**src/rtl/mastermind_turn_ctrl.sv**
```systemverilog
// mastermind_turn_ctrl
//
// Purpose: turn and scoring controller for a Mastermind game. The player
// edits a 4-peg guess with single-cycle button pulses. Submitting starts a
// multi-cycle sequential scorer against the latched secret. After scoring,
// the controller advances the turn or ends the game as a win or a loss.
//
// Ports:
//   clk, rst_n          system clock, asynchronous active-low reset
//   secret[11:0]        secret code, peg i = secret[3i+2:3i]
//   secret_valid        pulse: latch secret and start a new game
//   btnL/btnR           cursor left / right
//   btnU/btnD           colour up / down at the cursor
//   btnS                submit guess (or leave WIN/LOSE)
//   rgb0_out..rgb3_out  current guess colours of pegs 0..3
//   cursor[1:0]         peg being edited
//   turn_led            one-hot current turn (all zero in IDLE)
//   exact, partial      result of the last scored guess
//   score_valid         one-cycle pulse while a new result is presented
//   busy                high while scoring (SCORE_X, SCORE_P, RESULT)
//   win, lose           game-over flags
module mastermind_turn_ctrl #(
  parameter int NUM_TURNS  = 8,
  parameter int NUM_COLORS = 6
) (
  input  logic                 clk,
  input  logic                 rst_n,
  input  logic [11:0]          secret,
  input  logic                 secret_valid,
  input  logic                 btnL,
  input  logic                 btnR,
  input  logic                 btnU,
  input  logic                 btnD,
  input  logic                 btnS,
  output logic [2:0]           rgb0_out,
  output logic [2:0]           rgb1_out,
  output logic [2:0]           rgb2_out,
  output logic [2:0]           rgb3_out,
  output logic [1:0]           cursor,
  output logic [NUM_TURNS-1:0] turn_led,
  output logic [2:0]           exact,
  output logic [2:0]           partial,
  output logic                 score_valid,
  output logic                 busy,
  output logic                 win,
  output logic                 lose
);

  localparam logic [2:0]           COLOR_MAX = 3'(NUM_COLORS - 1);
  localparam logic [2:0]           LAST_TURN = 3'(NUM_TURNS - 1);
  localparam logic [NUM_TURNS-1:0] FIRST_LED = NUM_TURNS'(1);

  typedef enum logic [2:0] {
    IDLE,
    EDIT,
    SCORE_X,
    SCORE_P,
    RESULT,
    WIN,
    LOSE
  } state_t;

  state_t     state;
  logic [2:0] secret_peg [4];
  logic [2:0] guess [4];
  logic [2:0] turn;
  logic [1:0] idx;
  logic [2:0] color;
  logic [2:0] exact_acc;
  logic [2:0] total_acc;
  logic [2:0] guess_cnt;
  logic [2:0] secret_cnt;
  logic [2:0] min_cnt;

  // Out-of-range secret pegs can never be matched by a legal guess colour,
  // so they are folded to colour 0 when latched.
  function automatic logic [2:0] legal_color(input logic [2:0] peg);
    return (int'(peg) >= NUM_COLORS) ? 3'd0 : peg;
  endfunction

  // Occurrences of the colour currently visited by SCORE_P in the guess
  // and in the secret; their minimum is that colour's contribution to the
  // total (exact + partial) match count.
  always_comb begin
    guess_cnt  = '0;
    secret_cnt = '0;
    for (int j = 0; j < 4; j++) begin
      if (guess[j] == color)      guess_cnt  = guess_cnt + 3'd1;
      if (secret_peg[j] == color) secret_cnt = secret_cnt + 3'd1;
    end
    min_cnt = (guess_cnt < secret_cnt) ? guess_cnt : secret_cnt;
  end

  // Main controller. secret_valid overrides every state. The result is
  // loaded on the last SCORE_P edge so exact/partial and score_valid are
  // all visible during the RESULT cycle, and RESULT can then branch on
  // the registered exact count.
  always_ff @(posedge clk or negedge rst_n) begin
    if (!rst_n) begin
      state       <= IDLE;
      for (int j = 0; j < 4; j++) begin
        secret_peg[j] <= '0;
        guess[j]      <= '0;
      end
      turn        <= '0;
      cursor      <= '0;
      turn_led    <= '0;
      idx         <= '0;
      color       <= '0;
      exact_acc   <= '0;
      total_acc   <= '0;
      exact       <= '0;
      partial     <= '0;
      score_valid <= 1'b0;
    end else begin
      score_valid <= 1'b0;
      if (secret_valid) begin
        for (int j = 0; j < 4; j++) begin
          secret_peg[j] <= legal_color(secret[3*j +: 3]);
          guess[j]      <= '0;
        end
        turn     <= '0;
        cursor   <= '0;
        turn_led <= FIRST_LED;
        exact    <= '0;
        partial  <= '0;
        state    <= EDIT;
      end else begin
        case (state)
          IDLE: begin
          end
          EDIT: begin
            if (btnS) begin
              idx       <= '0;
              color     <= '0;
              exact_acc <= '0;
              total_acc <= '0;
              state     <= SCORE_X;
            end else if (btnU) begin
              guess[cursor] <= (guess[cursor] == COLOR_MAX) ? 3'd0 : guess[cursor] + 3'd1;
            end else if (btnD) begin
              guess[cursor] <= (guess[cursor] == 3'd0) ? COLOR_MAX : guess[cursor] - 3'd1;
            end else if (btnL) begin
              cursor <= cursor - 2'd1;
            end else if (btnR) begin
              cursor <= cursor + 2'd1;
            end
          end
          SCORE_X: begin
            if (guess[idx] == secret_peg[idx]) exact_acc <= exact_acc + 3'd1;
            idx <= idx + 2'd1;
            if (idx == 2'd3) begin
              color <= '0;
              state <= SCORE_P;
            end
          end
          SCORE_P: begin
            if (color == COLOR_MAX) begin
              exact       <= exact_acc;
              partial     <= total_acc + min_cnt - exact_acc;
              score_valid <= 1'b1;
              state       <= RESULT;
            end else begin
              total_acc <= total_acc + min_cnt;
              color     <= color + 3'd1;
            end
          end
          RESULT: begin
            if (exact == 3'd4) begin
              state <= WIN;
            end else if (turn == LAST_TURN) begin
              state <= LOSE;
            end else begin
              turn     <= turn + 3'd1;
              turn_led <= turn_led << 1;
              state    <= EDIT;
            end
          end
          WIN, LOSE: begin
            if (btnS) begin
              for (int j = 0; j < 4; j++) guess[j] <= '0;
              turn     <= '0;
              cursor   <= '0;
              turn_led <= '0;
              exact    <= '0;
              partial  <= '0;
              state    <= IDLE;
            end
          end
          default: state <= IDLE;
        endcase
      end
    end
  end

  assign rgb0_out = guess[0];
  assign rgb1_out = guess[1];
  assign rgb2_out = guess[2];
  assign rgb3_out = guess[3];
  assign busy     = (state == SCORE_X) || (state == SCORE_P) || (state == RESULT);
  assign win      = (state == WIN);
  assign lose     = (state == LOSE);

endmodule

```
**config.mk**
```make
export PLATFORM = sky130hd
export DESIGN_NAME = mastermind_turn_ctrl
export DESIGN_NICKNAME = d
export VERILOG_FILES = /design/src/rtl/mastermind_turn_ctrl.sv
export SDC_FILE = /design/constraint.sdc
export NUM_CORES = 1
export LEC_CHECK = 0
export CORE_UTILIZATION = 35
export DETAILED_ROUTE_END_ITERATION = 6
export PLACE_DENSITY = 0.59
export REMOVE_ABC_BUFFERS = 1
export SLEW_MARGIN = 10
export SYNTH_ARGS = -nofsm -noshare
export SYNTH_HDL_FRONTEND = slang
export SYNTH_SLANG_ARGS = --single-unit
```
**constraint.sdc**
```tcl
create_clock -name clk -period 6.71 [get_ports clk]
set_input_delay 1.342 -clock clk [delete_from_list [all_inputs] [get_ports clk]]
set_output_delay 1.342 -clock clk [all_outputs]
set_load 0.05 [all_outputs]
```
==> flow_metrics.tcl <==
set metrics [dict create \
    comb_power_share_pct 65.2 \
    cts-root-buf "clkbuf_8" \
    slew_headroom_pct 44.4 \
    clkLatencyLatePin_ps 330 \
    drv_cap 0 \
    ys_warn_count 0 \
    timing.hold.ws_ps 481 \
    detail-route-antenna-nets 0 \
    ctsResizeCount 0 \
    peakVddDrop_mv 0.251 \
    antenna_found_initial 0 \
    synth.top_cell.area_share_pct 38.4 \
    hold_path_class "flip-flop to flip-flop" \
    critPathSlowestCell "dfrtp_1" \
    drive_gt1_share_pct 7.76 \
    cp-end-kind "flip-flop" \
    p_sw_share_pct 47.4 \
    rsz0062_at_grt "false" \
    path_max_fanout 12 \
    crit_start "color[2]$_DFFE_PN0P_" \
    hold_viol_final 0 \
    power_w 0.00254 \
    crit_type "flip-flop to flip-flop" \
    die-area_um2 11200 \
    htreeDepth 3 \
    cp-start-kind "flip-flop" \
    seq_area_frac_synth_pct 38.4 \
    ys_async_sr_fraction_pct 100 \
    antenna_cells 0 \
    fin_nets 486 \
    cts.sinks 58 \
    syn2layout_area_growth_pct 21.7 \
    syn_area_per_cell_um2 9.49 \
    hpwlAfterDp_um 6230 \
    first_global_vias 2774 \
    clk_path_buf_depth 2 \
    post_cts_buffers 0 \
    grt_max_degree 59 \
    path_buf_inv 1 \
    place.gp.congestion 0.789 \
    fillerInstances 1016 \
    ys_ff_latch 58 \
    switchingPower_w 0.00120 \
    setup_viol 0 \
    period_minus_slack_ps 4390 \
    placed_area_um2 4390 \
    synthTopCellsByArea "dfrtp_1, ha_1, xor2_1" \
    dr_total_vias 2958 \
    path_delay_family "adder cells" \
    required_ps 6930 \
    fin_crit_sh_pct 65.5 \
    die_x_um 106 \
    max_freq_mhz 228 \
    powerDensity_nw_per_um2 552 \
    die_h_um 106 \
    critical-path-max-stage-delay_ps 660 \
    synth_area_um2 3780 \
    hold_start "partial[0]$_DFFE_PN0P_" \
    synth_edf_count 0 \
    ys.flop_type "dfrtp_1" \
    cp_data_arrival_time_ps 4610 \
    crit_chain "xnor2_1 > and3_1 > ha_1 > xor2_1 > ha_1 > mux2_2 > ha_1 > nor2_1 > nor2_1 > nor2_1 > a2bb2oi_1 > o211ai_1 > fa_1 > inv_1 > fa_1 > xnor2_1 > xnor2_1 > o21ai_0" \
    tns_ps 0 \
    drc_errors 0 \
    final_common_cell "dfrtp_1" \
    synth_top_area_cell "dfrtp_1" \
    postLayoutCellArea_um2 4600 \
    grt_overflow_total 0 \
    top_level_ports 52 \
    r2r-start "color[2]$_DFFE_PN0P_" \
    worst_slew_pin_slew_ps 827 \
    skew_ps 12.9 \
    cts_inserted_buffers 9 \
    drt_pass1_iterations 5 \
    synth_cells 398 \
    seq_power_share_pct 21.2 \
    port-buffer-count 51 \
    num_rows 37 \
    p_leak_nw 2.05 \
    grt_usage_pct 15.7 \
    drt_wl_total_um 8330 \
    r2r_slack_ps 2320 \
    start_util_pct 36.3 \
    status "completed" \
    cts_tree "built" \
    coreArea_um2 10400 \
    slew_violations 0 \
    avgRoutedWirePerCell_um 14.2 \
    routed_via_density 5.04 \
    p_clk_share_pct 13.6 \
    postCtsHoldBufs 0 \
    power.internal_w 0.00133 \
    mostFrequentLayoutCells "dfrtp_1, clkdlybuf4s50_1, nand2_1" \
    drtIter0Drc 179 \
    grt_pass1_wl_um 13800 \
    clk_pin_slew_ps 70 \
    yosysUniqueCellTypes 51 \
]
state kept, by name (all words and copies together) (netlist names):
| register | count |
|---|---|
| secret_peg | 12 |
| color | 3 |
| rgb2_out | 3 |
| exact | 3 |
| partial | 3 |
| turn_led | 8 |
| rgb0_out | 3 |
| turn | 3 |
| idx | 2 |
| cursor | 2 |
| rgb3_out | 3 |
| score_valid | 1 |
| rgb1_out | 3 |
| state | 3 |
| total_acc | 3 |
| exact_acc | 3 |
metrics by stage:
step                      utilization, %  instances  setup slack (ps)
after floorplan                        -        382              2490
after global placement              42.1        571              2430
after detailed placement            42.1        571              2300
after CTS                           44.1        587              2280
after global routing                44.1        587              1960
final                               44.1        587              2320
final timing paths:
path,end,cells past startpoint
max in group asynchronous,rgb0_out[0]$_DFFE_PN0P_,2
hold / removal,partial[0]$_DFFE_PN0P_,2
setup / recovery,partial[2]$_DFFE_PN0P_,18
hold reg to reg,partial[0]$_DFFE_PN0P_,2
min in group asynchronous,partial[0]$_DFFE_PN0P_,2
setup reg to reg,partial[2]$_DFFE_PN0P_,18
cell type report:
type	instances	area, um2	share of cell area (%)
well taps	136	170	3.70
inverters	37	139	3.02
clock buffers	11	131	2.86
clock inverters	5	78.8	1.71
multi-input cells	287	2110	45.8
repair buffers	53	520	11.3
flip-flops and latches	58	1450	31.6
per-layer routing:
layer	up-vias	routed length, um	track usage (%)
met1	1407	4000	21.7
met2	60	3890	24.7
met5	-	0	0
li1	1481	-	-
met3	10	311	2.94
met4	0	129	5.06
cells in the mapped netlist, drive strengths merged (3+ instances only):
library cell / count
a21o: 4
xnor2: 18
o31ai: 3
dfrtp: 58
nand2: 40
nor3: 9
clkbuf: 6
and2: 3
nand2b: 7
buf: 10
a21oi: 14
nand3b: 6
xor2: 25
and3: 3
o21ai: 37
nor2: 17
o22ai: 10
ha: 18
a22o: 13
inv: 37
mux4: 8
nor2b: 4
nand3: 16
mux2i: 5
kinds of logic after synthesis:
logic type	share of synthesized area, %
AND/OR/NAND/NOR	15.7
flip-flops	38.4
buffers and inverters	5.86
multiplexers	6.99
adder cells (fa/ha/maj)	7.02
XOR/XNOR	9.97
AO/OA/AOI/OAI	16.1
tightest hold or removal path: stages (launching register included):
cell	delay [ps]
dfrtp_1	350
nand2_1	50
o21ai_0	60
power groups by stage:
stage / clock [W] / sequential [W] / combinational (W)
after floorplan: 0 / 0.000604 / 0.00123
after global placement: 0 / 0.000543 / 0.00161
after detailed placement: 0 / 0.000544 / 0.00167
after CTS: 0.000353 / 0.000537 / 0.00168
after global routing: 0.000370 / 0.000551 / 0.00190
final: 0.000346 / 0.000538 / 0.00165
Note: power is estimated with default switching activity, not from simulation.
